==> src/rtl/pw_pkg.sv <==
// Shared definitions for the arm/sequence controller: state encoding and default widths.
package pw_pkg;

  localparam int unsigned pDEF_SEGMENT_WIDTH = 8;
  localparam int unsigned pDEF_TIMEOUT_WIDTH = 24;
  localparam int unsigned pDEF_GAP_WIDTH     = 16;

  localparam int unsigned pS_IDLE    = 0;
  localparam int unsigned pS_ARMED   = 1;
  localparam int unsigned pS_CAPTURE = 2;
  localparam int unsigned pS_GAP     = 3;

  typedef enum logic [1:0] {
    StIdle    = 2'(pS_IDLE),
    StArmed   = 2'(pS_ARMED),
    StCapture = 2'(pS_CAPTURE),
    StGap     = 2'(pS_GAP)
  } pw_state_e;

endpackage

==> src/rtl/pw_arm_ctrl_if.sv <==
// Register-block / trigger-path signal bundle for pw_arm_ctrl.
interface pw_arm_ctrl_if #(
  parameter int unsigned pSEGMENT_WIDTH = pw_pkg::pDEF_SEGMENT_WIDTH,
  parameter int unsigned pTIMEOUT_WIDTH = pw_pkg::pDEF_TIMEOUT_WIDTH,
  parameter int unsigned pGAP_WIDTH     = pw_pkg::pDEF_GAP_WIDTH
);

  logic                      I_arm;
  logic                      I_disarm;
  logic [pSEGMENT_WIDTH-1:0] I_num_segments;
  logic [pTIMEOUT_WIDTH-1:0] I_timeout;
  logic [pGAP_WIDTH-1:0]     I_rearm_gap;
  logic                      I_match;
  logic                      I_capturing;

  logic                      O_trigger_enable;
  logic                      O_pattern_reset;
  logic                      O_armed;
  logic                      O_busy;
  logic [pSEGMENT_WIDTH-1:0] O_segment_count;
  logic                      O_timeout;
  logic                      O_done;

  modport master (
    output I_arm,
    output I_disarm,
    output I_num_segments,
    output I_timeout,
    output I_rearm_gap,
    output I_match,
    output I_capturing,
    input  O_trigger_enable,
    input  O_pattern_reset,
    input  O_armed,
    input  O_busy,
    input  O_segment_count,
    input  O_timeout,
    input  O_done
  );

  modport slave (
    input  I_arm,
    input  I_disarm,
    input  I_num_segments,
    input  I_timeout,
    input  I_rearm_gap,
    input  I_match,
    input  I_capturing,
    output O_trigger_enable,
    output O_pattern_reset,
    output O_armed,
    output O_busy,
    output O_segment_count,
    output O_timeout,
    output O_done
  );

endinterface

==> src/rtl/pw_loadable_counter.sv <==
// Up-counter with synchronous clear, enable, saturation at all-ones and a terminal flag
// raised while the count equals the supplied limit.
module pw_loadable_counter #(
  parameter int unsigned pWIDTH = 16
) (
  input  logic              clk,
  input  logic              rst_n,
  input  logic              clr,
  input  logic              en,
  input  logic [pWIDTH-1:0] limit,
  output logic              term
);

  logic [pWIDTH-1:0] count_q;
  logic [pWIDTH-1:0] count_d;

  always_comb begin
    count_d = count_q;
    if (clr) begin
      count_d = '0;
    end else if (en && (count_q != {pWIDTH{1'b1}})) begin
      count_d = count_q + pWIDTH'(1);
    end
  end

  always_ff @(posedge clk or negedge rst_n) begin
    if (!rst_n) begin
      count_q <= '0;
    end else begin
      count_q <= count_d;
    end
  end

  assign term = (count_q == limit);

endmodule

==> src/rtl/pw_arm_ctrl.sv <==
// Arm/sequence controller: turns one software arm into N match+capture segments with
// optional inter-segment gap, per-segment match timeout and disarm.
module pw_arm_ctrl
  import pw_pkg::*;
#(
  parameter int unsigned pSEGMENT_WIDTH = pDEF_SEGMENT_WIDTH,
  parameter int unsigned pTIMEOUT_WIDTH = pDEF_TIMEOUT_WIDTH,
  parameter int unsigned pGAP_WIDTH     = pDEF_GAP_WIDTH
) (
  input logic         fe_clk,
  input logic         reset_n,
  pw_arm_ctrl_if.slave bus
);

  pw_state_e state_q, state_d;

  logic [pSEGMENT_WIDTH-1:0] nseg_q, nseg_d;
  logic [pTIMEOUT_WIDTH-1:0] tmo_cfg_q, tmo_cfg_d;
  logic [pGAP_WIDTH-1:0]     gap_cfg_q, gap_cfg_d;
  logic [pSEGMENT_WIDTH-1:0] seg_q, seg_d;
  logic [pSEGMENT_WIDTH-1:0] seg_inc;

  logic te_q, te_d;
  logic pr_q, pr_d;
  logic tmo_q, tmo_d;
  logic done_q, done_d;
  logic seen_q, seen_d;
  logic capr_q;

  logic timer_term;
  logic gap_term;
  logic capture_end;

  // Match timer: held at zero outside ARMED so every ARMED entry starts from 0.
  pw_loadable_counter #(
    .pWIDTH (pTIMEOUT_WIDTH)
  ) u_match_timer (
    .clk   (fe_clk),
    .rst_n (reset_n),
    .clr   (state_q != StArmed),
    .en    (state_q == StArmed),
    .limit (tmo_cfg_q - pTIMEOUT_WIDTH'(1)),
    .term  (timer_term)
  );

  pw_loadable_counter #(
    .pWIDTH (pGAP_WIDTH)
  ) u_gap_counter (
    .clk   (fe_clk),
    .rst_n (reset_n),
    .clr   (state_q != StGap),
    .en    (state_q == StGap),
    .limit (gap_cfg_q - pGAP_WIDTH'(1)),
    .term  (gap_term)
  );

  assign capture_end = seen_q & capr_q & ~bus.I_capturing;
  assign seg_inc     = seg_q + pSEGMENT_WIDTH'(1);

  always_comb begin
    state_d   = state_q;
    nseg_d    = nseg_q;
    tmo_cfg_d = tmo_cfg_q;
    gap_cfg_d = gap_cfg_q;
    seg_d     = seg_q;
    tmo_d     = tmo_q;
    seen_d    = seen_q;
    pr_d      = 1'b0;
    done_d    = 1'b0;

    unique case (state_q)
      StIdle: begin
        if (bus.I_arm && !bus.I_disarm) begin
          nseg_d    = (bus.I_num_segments == '0) ? pSEGMENT_WIDTH'(1) : bus.I_num_segments;
          tmo_cfg_d = bus.I_timeout;
          gap_cfg_d = bus.I_rearm_gap;
          seg_d     = '0;
          tmo_d     = 1'b0;
          pr_d      = 1'b1;
          state_d   = StArmed;
        end
      end

      StArmed: begin
        if (bus.I_disarm) begin
          state_d = StIdle;
        end else if (bus.I_match) begin
          // A capture that is already busy in the match cycle still counts.
          seen_d  = bus.I_capturing;
          state_d = StCapture;
        end else if ((tmo_cfg_q != '0) && timer_term) begin
          tmo_d   = 1'b1;
          done_d  = 1'b1;
          state_d = StIdle;
        end
      end

      StCapture: begin
        if (bus.I_disarm) begin
          state_d = StIdle;
        end else begin
          if (bus.I_capturing) begin
            seen_d = 1'b1;
          end
          if (capture_end) begin
            seg_d = seg_inc;
            if (seg_inc == nseg_q) begin
              done_d  = 1'b1;
              state_d = StIdle;
            end else if (gap_cfg_q != '0) begin
              state_d = StGap;
            end else begin
              pr_d    = 1'b1;
              state_d = StArmed;
            end
          end
        end
      end

      StGap: begin
        if (bus.I_disarm) begin
          state_d = StIdle;
        end else if (gap_term) begin
          pr_d    = 1'b1;
          state_d = StArmed;
        end
      end

      default: begin
        state_d = StIdle;
      end
    endcase

    te_d = (state_d == StArmed) || (state_d == StCapture);
  end

  always_ff @(posedge fe_clk or negedge reset_n) begin
    if (!reset_n) begin
      state_q   <= StIdle;
      nseg_q    <= '0;
      tmo_cfg_q <= '0;
      gap_cfg_q <= '0;
      seg_q     <= '0;
      te_q      <= 1'b0;
      pr_q      <= 1'b0;
      tmo_q     <= 1'b0;
      done_q    <= 1'b0;
      seen_q    <= 1'b0;
      capr_q    <= 1'b0;
    end else begin
      state_q   <= state_d;
      nseg_q    <= nseg_d;
      tmo_cfg_q <= tmo_cfg_d;
      gap_cfg_q <= gap_cfg_d;
      seg_q     <= seg_d;
      te_q      <= te_d;
      pr_q      <= pr_d;
      tmo_q     <= tmo_d;
      done_q    <= done_d;
      seen_q    <= seen_d;
      capr_q    <= bus.I_capturing;
    end
  end

  assign bus.O_trigger_enable = te_q;
  assign bus.O_pattern_reset  = pr_q;
  assign bus.O_segment_count  = seg_q;
  assign bus.O_timeout        = tmo_q;
  assign bus.O_done           = done_q;
  assign bus.O_armed          = (state_q == StArmed);
  assign bus.O_busy           = (state_q != StIdle);

endmodule

==> src/flat_wrapper.sv <==
// flat-port wrapper written by rule: the top's interface ports become plain ports
module pw_arm_ctrl_flat import pw_pkg::*;
#(
  parameter int unsigned pSEGMENT_WIDTH = pDEF_SEGMENT_WIDTH,
  parameter int unsigned pTIMEOUT_WIDTH = pDEF_TIMEOUT_WIDTH,
  parameter int unsigned pGAP_WIDTH     = pDEF_GAP_WIDTH
)
  (fe_clk, reset_n, bus_I_arm, bus_I_disarm, bus_I_num_segments, bus_I_timeout, bus_I_rearm_gap, bus_I_match, bus_I_capturing, bus_O_trigger_enable, bus_O_pattern_reset, bus_O_armed, bus_O_busy, bus_O_segment_count, bus_O_timeout, bus_O_done);
  pw_arm_ctrl_if #(.pSEGMENT_WIDTH(pSEGMENT_WIDTH), .pTIMEOUT_WIDTH(pTIMEOUT_WIDTH), .pGAP_WIDTH(pGAP_WIDTH)) bus_i ();
  input logic fe_clk;
  input logic reset_n;
  input wire logic [$bits(bus_i.I_arm)-1:0] bus_I_arm;
  input wire logic [$bits(bus_i.I_disarm)-1:0] bus_I_disarm;
  input wire logic [$bits(bus_i.I_num_segments)-1:0] bus_I_num_segments;
  input wire logic [$bits(bus_i.I_timeout)-1:0] bus_I_timeout;
  input wire logic [$bits(bus_i.I_rearm_gap)-1:0] bus_I_rearm_gap;
  input wire logic [$bits(bus_i.I_match)-1:0] bus_I_match;
  input wire logic [$bits(bus_i.I_capturing)-1:0] bus_I_capturing;
  output wire logic [$bits(bus_i.O_trigger_enable)-1:0] bus_O_trigger_enable;
  output wire logic [$bits(bus_i.O_pattern_reset)-1:0] bus_O_pattern_reset;
  output wire logic [$bits(bus_i.O_armed)-1:0] bus_O_armed;
  output wire logic [$bits(bus_i.O_busy)-1:0] bus_O_busy;
  output wire logic [$bits(bus_i.O_segment_count)-1:0] bus_O_segment_count;
  output wire logic [$bits(bus_i.O_timeout)-1:0] bus_O_timeout;
  output wire logic [$bits(bus_i.O_done)-1:0] bus_O_done;
  assign bus_i.I_arm = bus_I_arm;
  assign bus_i.I_disarm = bus_I_disarm;
  assign bus_i.I_num_segments = bus_I_num_segments;
  assign bus_i.I_timeout = bus_I_timeout;
  assign bus_i.I_rearm_gap = bus_I_rearm_gap;
  assign bus_i.I_match = bus_I_match;
  assign bus_i.I_capturing = bus_I_capturing;
  assign bus_O_trigger_enable = bus_i.O_trigger_enable;
  assign bus_O_pattern_reset = bus_i.O_pattern_reset;
  assign bus_O_armed = bus_i.O_armed;
  assign bus_O_busy = bus_i.O_busy;
  assign bus_O_segment_count = bus_i.O_segment_count;
  assign bus_O_timeout = bus_i.O_timeout;
  assign bus_O_done = bus_i.O_done;
  pw_arm_ctrl #(.pSEGMENT_WIDTH(pSEGMENT_WIDTH), .pTIMEOUT_WIDTH(pTIMEOUT_WIDTH), .pGAP_WIDTH(pGAP_WIDTH)) u_core (.fe_clk(fe_clk), .reset_n(reset_n), .bus(bus_i));
endmodule
==> config.mk <==
export PLATFORM = sky130hd
export DESIGN_NAME = pw_arm_ctrl_flat
export DESIGN_NICKNAME = d
export VERILOG_FILES = /design/src/rtl/pw_pkg.sv /design/src/rtl/pw_arm_ctrl_if.sv /design/src/rtl/pw_loadable_counter.sv /design/src/rtl/pw_arm_ctrl.sv /design/src/flat_wrapper.sv
export SDC_FILE = /design/constraint.sdc
export NUM_CORES = 1
export LEC_CHECK = 0
export CAP_MARGIN = 20
export CORE_ASPECT_RATIO = 1.5
export CORE_UTILIZATION = 45
export CTS_BUF_LIST = sky130_fd_sc_hd__clkbuf_8
export CTS_CLUSTER_DIAMETER = 30
export DETAILED_ROUTE_END_ITERATION = 10
export DONT_BUFFER_PORTS = 1
export MAX_ROUTING_LAYER = met4
export SYNTH_ARGS = -nofsm -noshare
export SYNTH_HDL_FRONTEND = slang
export SYNTH_SLANG_ARGS = --single-unit
==> constraint.sdc <==
create_clock -name fe_clk -period 3.85 [get_ports fe_clk]
set_input_delay 0.5775 -clock fe_clk [delete_from_list [all_inputs] [get_ports fe_clk]]
set_output_delay 0.5775 -clock fe_clk [all_outputs]
set_load 0.1 [all_outputs]
==> results of run 1 <==
-- registers in the layout (all words and copies together) (netlist names) --
| signal | cells |
|---|---|
| u_core.gap_cfg_q | 16 |
| u_core.bus.O_trigger_enable | 1 |
| u_core.bus.O_pattern_reset | 1 |
| u_core.seen_q | 1 |
| u_core.capr_q | 1 |
| u_core.u_match_timer.count_q | 24 |
| u_core.state_q | 2 |
| u_core.bus.O_done | 1 |
| u_core.u_gap_counter.count_q | 16 |
| u_core.bus.O_timeout | 1 |
| u_core.bus.O_segment_count | 8 |
| u_core.tmo_cfg_q | 24 |
| u_core.nseg_q | 8 |
-- layer usage --
| layer | up-vias | track usage (%) | part of all wire (%) |
|---|---|---|---|
| met4 | 0 | 11.0 | 3.5 |
| met3 | 36 | 3.52 | 3.4 |
| met5 | - | - | 0 |
| li1 | 2373 | - | - |
| met1 | 2402 | 23.4 | 39 |
| met2 | 91 | 38.3 | 54 |
-- cells in the final DEF, fill, tap and decap left out, types with 13 or more instances in the layout --
cell type	count
inv_1	21
xor2_1	29
nor4_1	13
nand3_1	34
and2_1	22
nor2_1	38
a21oi_1	15
dfrtp_1	104
nand4_1	16
nor3_1	19
mux2_2	48
o21ai_0	22
xnor2_1	56
nand2_1	46
or3_1	14
-- per-stage QoR --
step / cell area, um2 / hold slack [ps]
after floorplan: 6400 / 282
after global placement: 6600 / 286
after detailed placement: 6600 / 287
after CTS: 6830 / 121
after global routing: 6830 / 128
final: 6830 / 98.4
-- layout make-up --
type                            instances  area (um2)  area share, %
Multi-Input combinational cell        509        3620           53.0
Timing Repair Buffer                   13         118           1.72
Clock inverter                          7        78.8           1.15
Clock buffer                            9         124           1.81
Sequential cell                       104        2600           38.1
Tap cell                              165         206           3.02
Inverter                               21        78.8           1.15
-- how the worst max path moves through the flow --
stage                                       start                           to  slack, ps  cells past startpoint
detailed placement            u_core.tmo_cfg_q[0]  u_core.bus.O_trigger_enable        430                     11
floorplan           u_core.bus.O_segment_count[0]  u_core.bus.O_trigger_enable        670                      9
global route                  u_core.tmo_cfg_q[0]  u_core.bus.O_trigger_enable        100                     11
global placement              u_core.tmo_cfg_q[0]  u_core.bus.O_trigger_enable        490                     11
CTS                           u_core.tmo_cfg_q[0]  u_core.bus.O_trigger_enable        400                     11
finish                        u_core.tmo_cfg_q[0]  u_core.bus.O_trigger_enable        350                     11
-- kinds of logic after synthesis --
| family | share of synthesized area (%) |
|---|---|
| compound gates | 9.89 |
| xor+xnor | 11.6 |
| simple gates | 23.7 |
| buf+inv | 2.91 |
| mux | 9.53 |
| flops | 40.6 |
| fa+ha+maj | 1.76 |
-- what timing repair did --
action | 4_1_cts | 5_1_grt
resized for setup | 0 | 0
hold buffers | 1 | 0
hold endpoints to repair | 104 | 0
-- power groups by stage --
stage	clock [mW]	combinational, mW	sequential [mW]
finish	0.704	1.79	1.90
global route	0.771	1.98	1.97
CTS	0.732	1.81	1.91
detailed placement	0	1.78	1.93
global placement	0	1.74	1.91
floorplan	0	1.50	1.78
==> metrics.md, run 1 <==
| Metric | Value |
|---|---|
| Status | finished clean |
| Post-route setup slack | approximately 350 ps |
| Tmin final | about 3500 ps |
| Final Setup Violations | 0 |
| Flop pwr share | 43.3% |
| Die Wd | 99.4 um |
| Number of global-route vias before repair | between 4000 and 5000 |
| Clock transition at path regs | approximately 110 ps |
| Max-cap violations | 0 |
| Die Span Y | 148 um |
| Boundary pin count | 68 |
| Global-route wire length before repair | approximately 24000 um |
| Switching Power | 1.91 mW |
| CTS buffer count | 9 |
| Number of flops mapped to enable cells by yosys | 0 |
| Crit path capture type | flop |
| Worst min path class | in2async |
| Cell Chain, Critical Path | inv_1 -> ha_1 -> nor3b_2 -> buf_4 -> nand4_1 -> nor4_1 -> o22ai_1 -> or4_1 -> o41ai_1 -> o221ai_2 -> xor2_1 |
| Most numerous cell in the Yosys netlist | dfrtp_1 |
| Total gr overflow | 0 |
| First-pass DRT Iterations | 4 |
| Worst reg2reg setup slack | roughly 350 ps |
| Pre-CTS setup slack | between 400 and 500 ps |
| H-tree levels | 3 |
| Post-CTS Setup Bufs | 0 |
| Vias per cell | a little under 6 |
| Most common flop cell mapped by yosys | dfrtp_1 |
| Slowest CP cell | or4_1 |
| Fmax | approximately 290 MHz |
| Fin Clk Skew | approximately 12 ps |
| Core Rows | 53 |
| Async set or reset register ratio after synthesis | between 90% and 100% |
| Post-Syn Area | 0.00640 mm2 |
| Worst skew pair latency | between 300 and 400 ps |
| Worst EP required | just over 4000 ps |
| TritonCTS clock tree | yes |
| CTS Sinks | between 100 and 150 |
| Worst VDD drop | approximately 0.29 mV |
| Max Buffers Root-to-Sink | 2 |
| Crit path max-delay family | simple AND/OR/NAND/NOR gates |
| Fill count | 1329 |
| Worst path bufs/invs | 2 |
| Die area | 0.0147 mm2 |
| Core area | roughly 0.014 mm2 |
| Syn Area/Cell | a little under 10 um2 |
| Worst stage delay on the critical path | 570 ps |
| Vias | just under 5000 |
| Final Max Slew Viols | 0 |
| Yosys cell types | between 60 and 70 |
| Largest net degree at the start of global routing | approximately 110 |
| Placed cells | 811 |
| Reg2Reg Depth | 11 |
| Overall Global Routing Usage | 21.7% |
| Post-synth top cells | 104 x dfrtp_1, 56 x xnor2_1, 48 x mux2_2 |
| Fin crit share | 91.0% |
| Syn_nets | roughly 720 |
| Unrepaired setup endpoints after global routing | false |
| Fin nets | 721 |
| Comb pwr share | around two fifths |
| Area growth, synth to finish | 6.62% |
| Antenna violations before repair | 0 |
| Share of cells above drive strength 1 | between 10% and 20% |
| Starting Density | a little under half |
| Switch share | between 40 and 50% |
| RePlAce Congestion | around 0.90 |
| Type of origin of the critical path | flop |
| Reg-to-Reg Start | u_core.tmo_cfg_q[0] |
| Register area share after synthesis | 40.6% |
| Port Buf Inserts | 0 |
| Slew @ Worst Pin | roughly 960 ps |
| Setup_tns | 0 ps |
| Iter 0 DRT Violations | about 190 |
| Cell count after synthesis | between 600 and 700 |
| Post-synth top area cell | dfrtp_1 |
| Yosys Warn Count | 0 |
| Avg WL per Cell | 17.5 um |
| Internal power | roughly 2.5 mW |
| Clock power share | 16.0% |
| Antenna-violating nets left | 0 |
| Clk root buf | clkbuf_8 |
| Final Hold Fails | 0 |
| Final Total Pwr | around 4.4 mW |
| R2R Path End | u_core.bus.O_trigger_enable |
| Ranking of synthesized cells by area | dfrtp_1 41%, mux2_2 8.4%, xnor2_1 7.7% |
| Post-Layout Cell Count | about 830 |
| Total Wirelength | 14500 um |
| Seq cells post-synth | roughly 100 |
| DRC viols | 0 |
| P_leak | between 2 and 3 nW |
| Post-DP HPWL | between 10000 and 15000 um |
| Slew HR | ~36% |
| Pwr/cell area | about 640 mW/mm2 |
| Setup CP Type | reg2reg |
| Worst Path Max Fanout | 7 |
| Yosys top cell area share | between 40% and 50% |
| WP data arrival | around 3800 ps |
| ANT cells | 0 |
| Final Core Density | 49.0% |
(Power assumes the default switching activity.)
==> run 2: changes to the inputs <==
==> constraint.sdc (replaced) <==
create_clock -name fe_clk -period 3.85 [get_ports fe_clk]
set_input_delay 0.9625 -clock fe_clk [delete_from_list [all_inputs] [get_ports fe_clk]]
set_output_delay 0.9625 -clock fe_clk [all_outputs]
set_load 0.1 [all_outputs]
==> run 2 against run 1 <==
Effect of this change: routed wire length grew 0.86%; hold slack gained 150 ps; critical path depth shrank 1; sequential power is essentially flat; largest power group unchanged.
==> metrics.md, run 2 (synthesis results as in run 1) <==
| Metric | Value |
|---|---|
| Crit path from | u_core.tmo_cfg_q[0] |
| First-pass DRT Iterations | 5 |
| Worst skew pair latency | ~400 ps |
| Number of global-route vias before repair | around 4900 |
| Reg-to-Reg Start | u_core.tmo_cfg_q[0] |
| Final Max Slew Viols | 0 |
| Final Hold Fails | 0 |
| Max Buffers Root-to-Sink | 2 |
| Worst reg2reg setup slack | between 400 and 500 ps |
| Post-Layout Cell Count | approximately 830 |
| Final Core Density | between 40% and 50% |
| Vias | 4896 |
| Pwr/cell area | about 630 mW/mm2 |
| Clock transition at path regs | 100 ps |
| Final Setup Violations | 0 |
| Overall Global Routing Usage | ~22% |
| Global-route wire length before repair | roughly 24000 um |
| Crit path capture type | flop |
| Worst Path Max Fanout | 7 |
| Setup CP Type | reg2reg |
| H-tree levels | 3 |
| Die area | roughly 0.015 mm2 |
| Post-DP HPWL | between 10000 and 15000 um |
| Starting Density | a little under half |
| Cts repair resizes | 0 |
| Max-cap violations | 0 |
| Core area | approximately 0.014 mm2 |
| Fin Clk Skew | 18.2 ps |
| Status | finished clean |
| Area growth, synth to finish | 5.59% |
| Largest net degree at the start of global routing | 105 |
| Tmin final | around 3400 ps |
| CTS Sinks | between 100 and 150 |
| Placed cells | just over 800 |
| Worst EP required | 4170 ps |
| Fmax | 293 MHz |
| Boundary pin count | 68 |
| Cell Area, Placed | ~0.0066 mm2 |
| Post-CTS Setup Bufs | 0 |
| CTS buffer count | 9 |
| Antenna violations before repair | 0 |
| ANT cells | 0 |
| Clk root buf | clkbuf_8 |
| TritonCTS clock tree | yes |
| Type of origin of the critical path | flop |
| DRC viols | 0 |
| Slew HR | 37.0% |
| Fill count | between 1000 and 1500 |
| Core Rows | 53 |
| Port Buf Inserts | 0 |
| Iter 0 DRT Violations | just under 200 |
| Avg WL per Cell | approximately 18 um |
| Commonest non-fill, non-tap cell in the layout | dfrtp_1 |
| RePlAce Congestion | around 0.88 |
| Antenna-violating nets left | 0 |
| Largest regs | u_core.tmo_cfg_q x24, u_core.u_match_timer.count_q x24 |
| Total gr overflow | 0 |
| Vias per cell | a little under 6 |
| Final instance area | 0.00676 mm2 |
| Commonest non-fill, non-tap cells in the layout | 104 x dfrtp_1, 56 x xnor2_1, 48 x mux2_2, 46 x nand2_1, 38 x nor2_1 |
| Die Span Y | 148 um |
| Unrepaired setup endpoints after global routing | false |
| Worst min path class | in2async |
| P_leak | about 2.7 nW |
| Slew @ Worst Pin | roughly 940 ps |
| Hold_buf cts | 0 |
| Die Wd | 99.4 um |
| Final Total Pwr | ~4.3 mW |
| Fin crit share | 88.7% |
| Fin nets | 720 |
| Setup_tns | 0 ps |
| Worst VDD drop | 0.265 mV |
| Share of cells above drive strength 1 | 14.1% |
| WP data arrival | between 3000 and 4000 ps |
| Total Wirelength | 14600 um |
==> run 2: changes by cell type in the layout (fill, tap and decap cells not counted) <==
cell       before  now
buf_16          1    0
bufinv_16       1    0
clkbuf_8        9   10
clkinv_2        1    2
clkinv_4        3    1
inv_1          21   23
inv_6           2    0
==> run 2: final timing paths <==
path / cells past startpoint / endpoint
max: 10 / u_core.bus.O_done
min reg2reg: 2 / u_core.nseg_q[0]
max reg2reg: 10 / u_core.bus.O_done
min in group fe_clk: 2 / u_core.nseg_q[0]
min: 0 / u_core.u_match_timer.count_q[8]
max in group asynchronous: 0 / u_core.tmo_cfg_q[23]
==> run 2: power breakdown <==
group	total, mW	internal, mW	switching (mW)
Sequential	1.90	1.39	0.514
Combinational	1.77	0.794	0.981
Clock	0.612	0.244	0.368
==> run 2: final cells by class <==
class / count / area [um2] / area share [%]
well taps: 165 / 206 / 3.05
flip-flops and latches: 104 / 2600 / 38.5
clock buffers: 10 / 138 / 2.04
clock inverters: 5 / 26.3 / 0.389
inverters: 21 / 78.8 / 1.17
multi-input cells: 509 / 3620 / 53.5
repair buffers: 12 / 90.1 / 1.33
==> run 2: routing by layer <==
metal	vias to the layer above	global-route usage (%)	wire length [um]
met5	-	-	0
met4	0	10.9	428
met3	25	2.91	466
met2	97	38.9	7960
met1	2402	23.7	5740
li1	2372	-	-
==> run 2: critical path, cell delays in order (launching register included) <==
cell	delay, ps
dfrtp_1	450
inv_1	90
ha_1	270
nor3b_2	330
nand4_1	290
or4_1	480
nand3_1	90
a31oi_1	150
or4b_1	560
or4b_1	510
a21boi_1	140
==> run 2: per-stage QoR <==
stage	worst slack [ps]	hold slack (ps)
3_3_place_gp	487	493
2_1_floorplan	667	469
3_5_place_dp	452	510
6_report	437	249
4_1_cts	417	228
5_1_grt	184	223
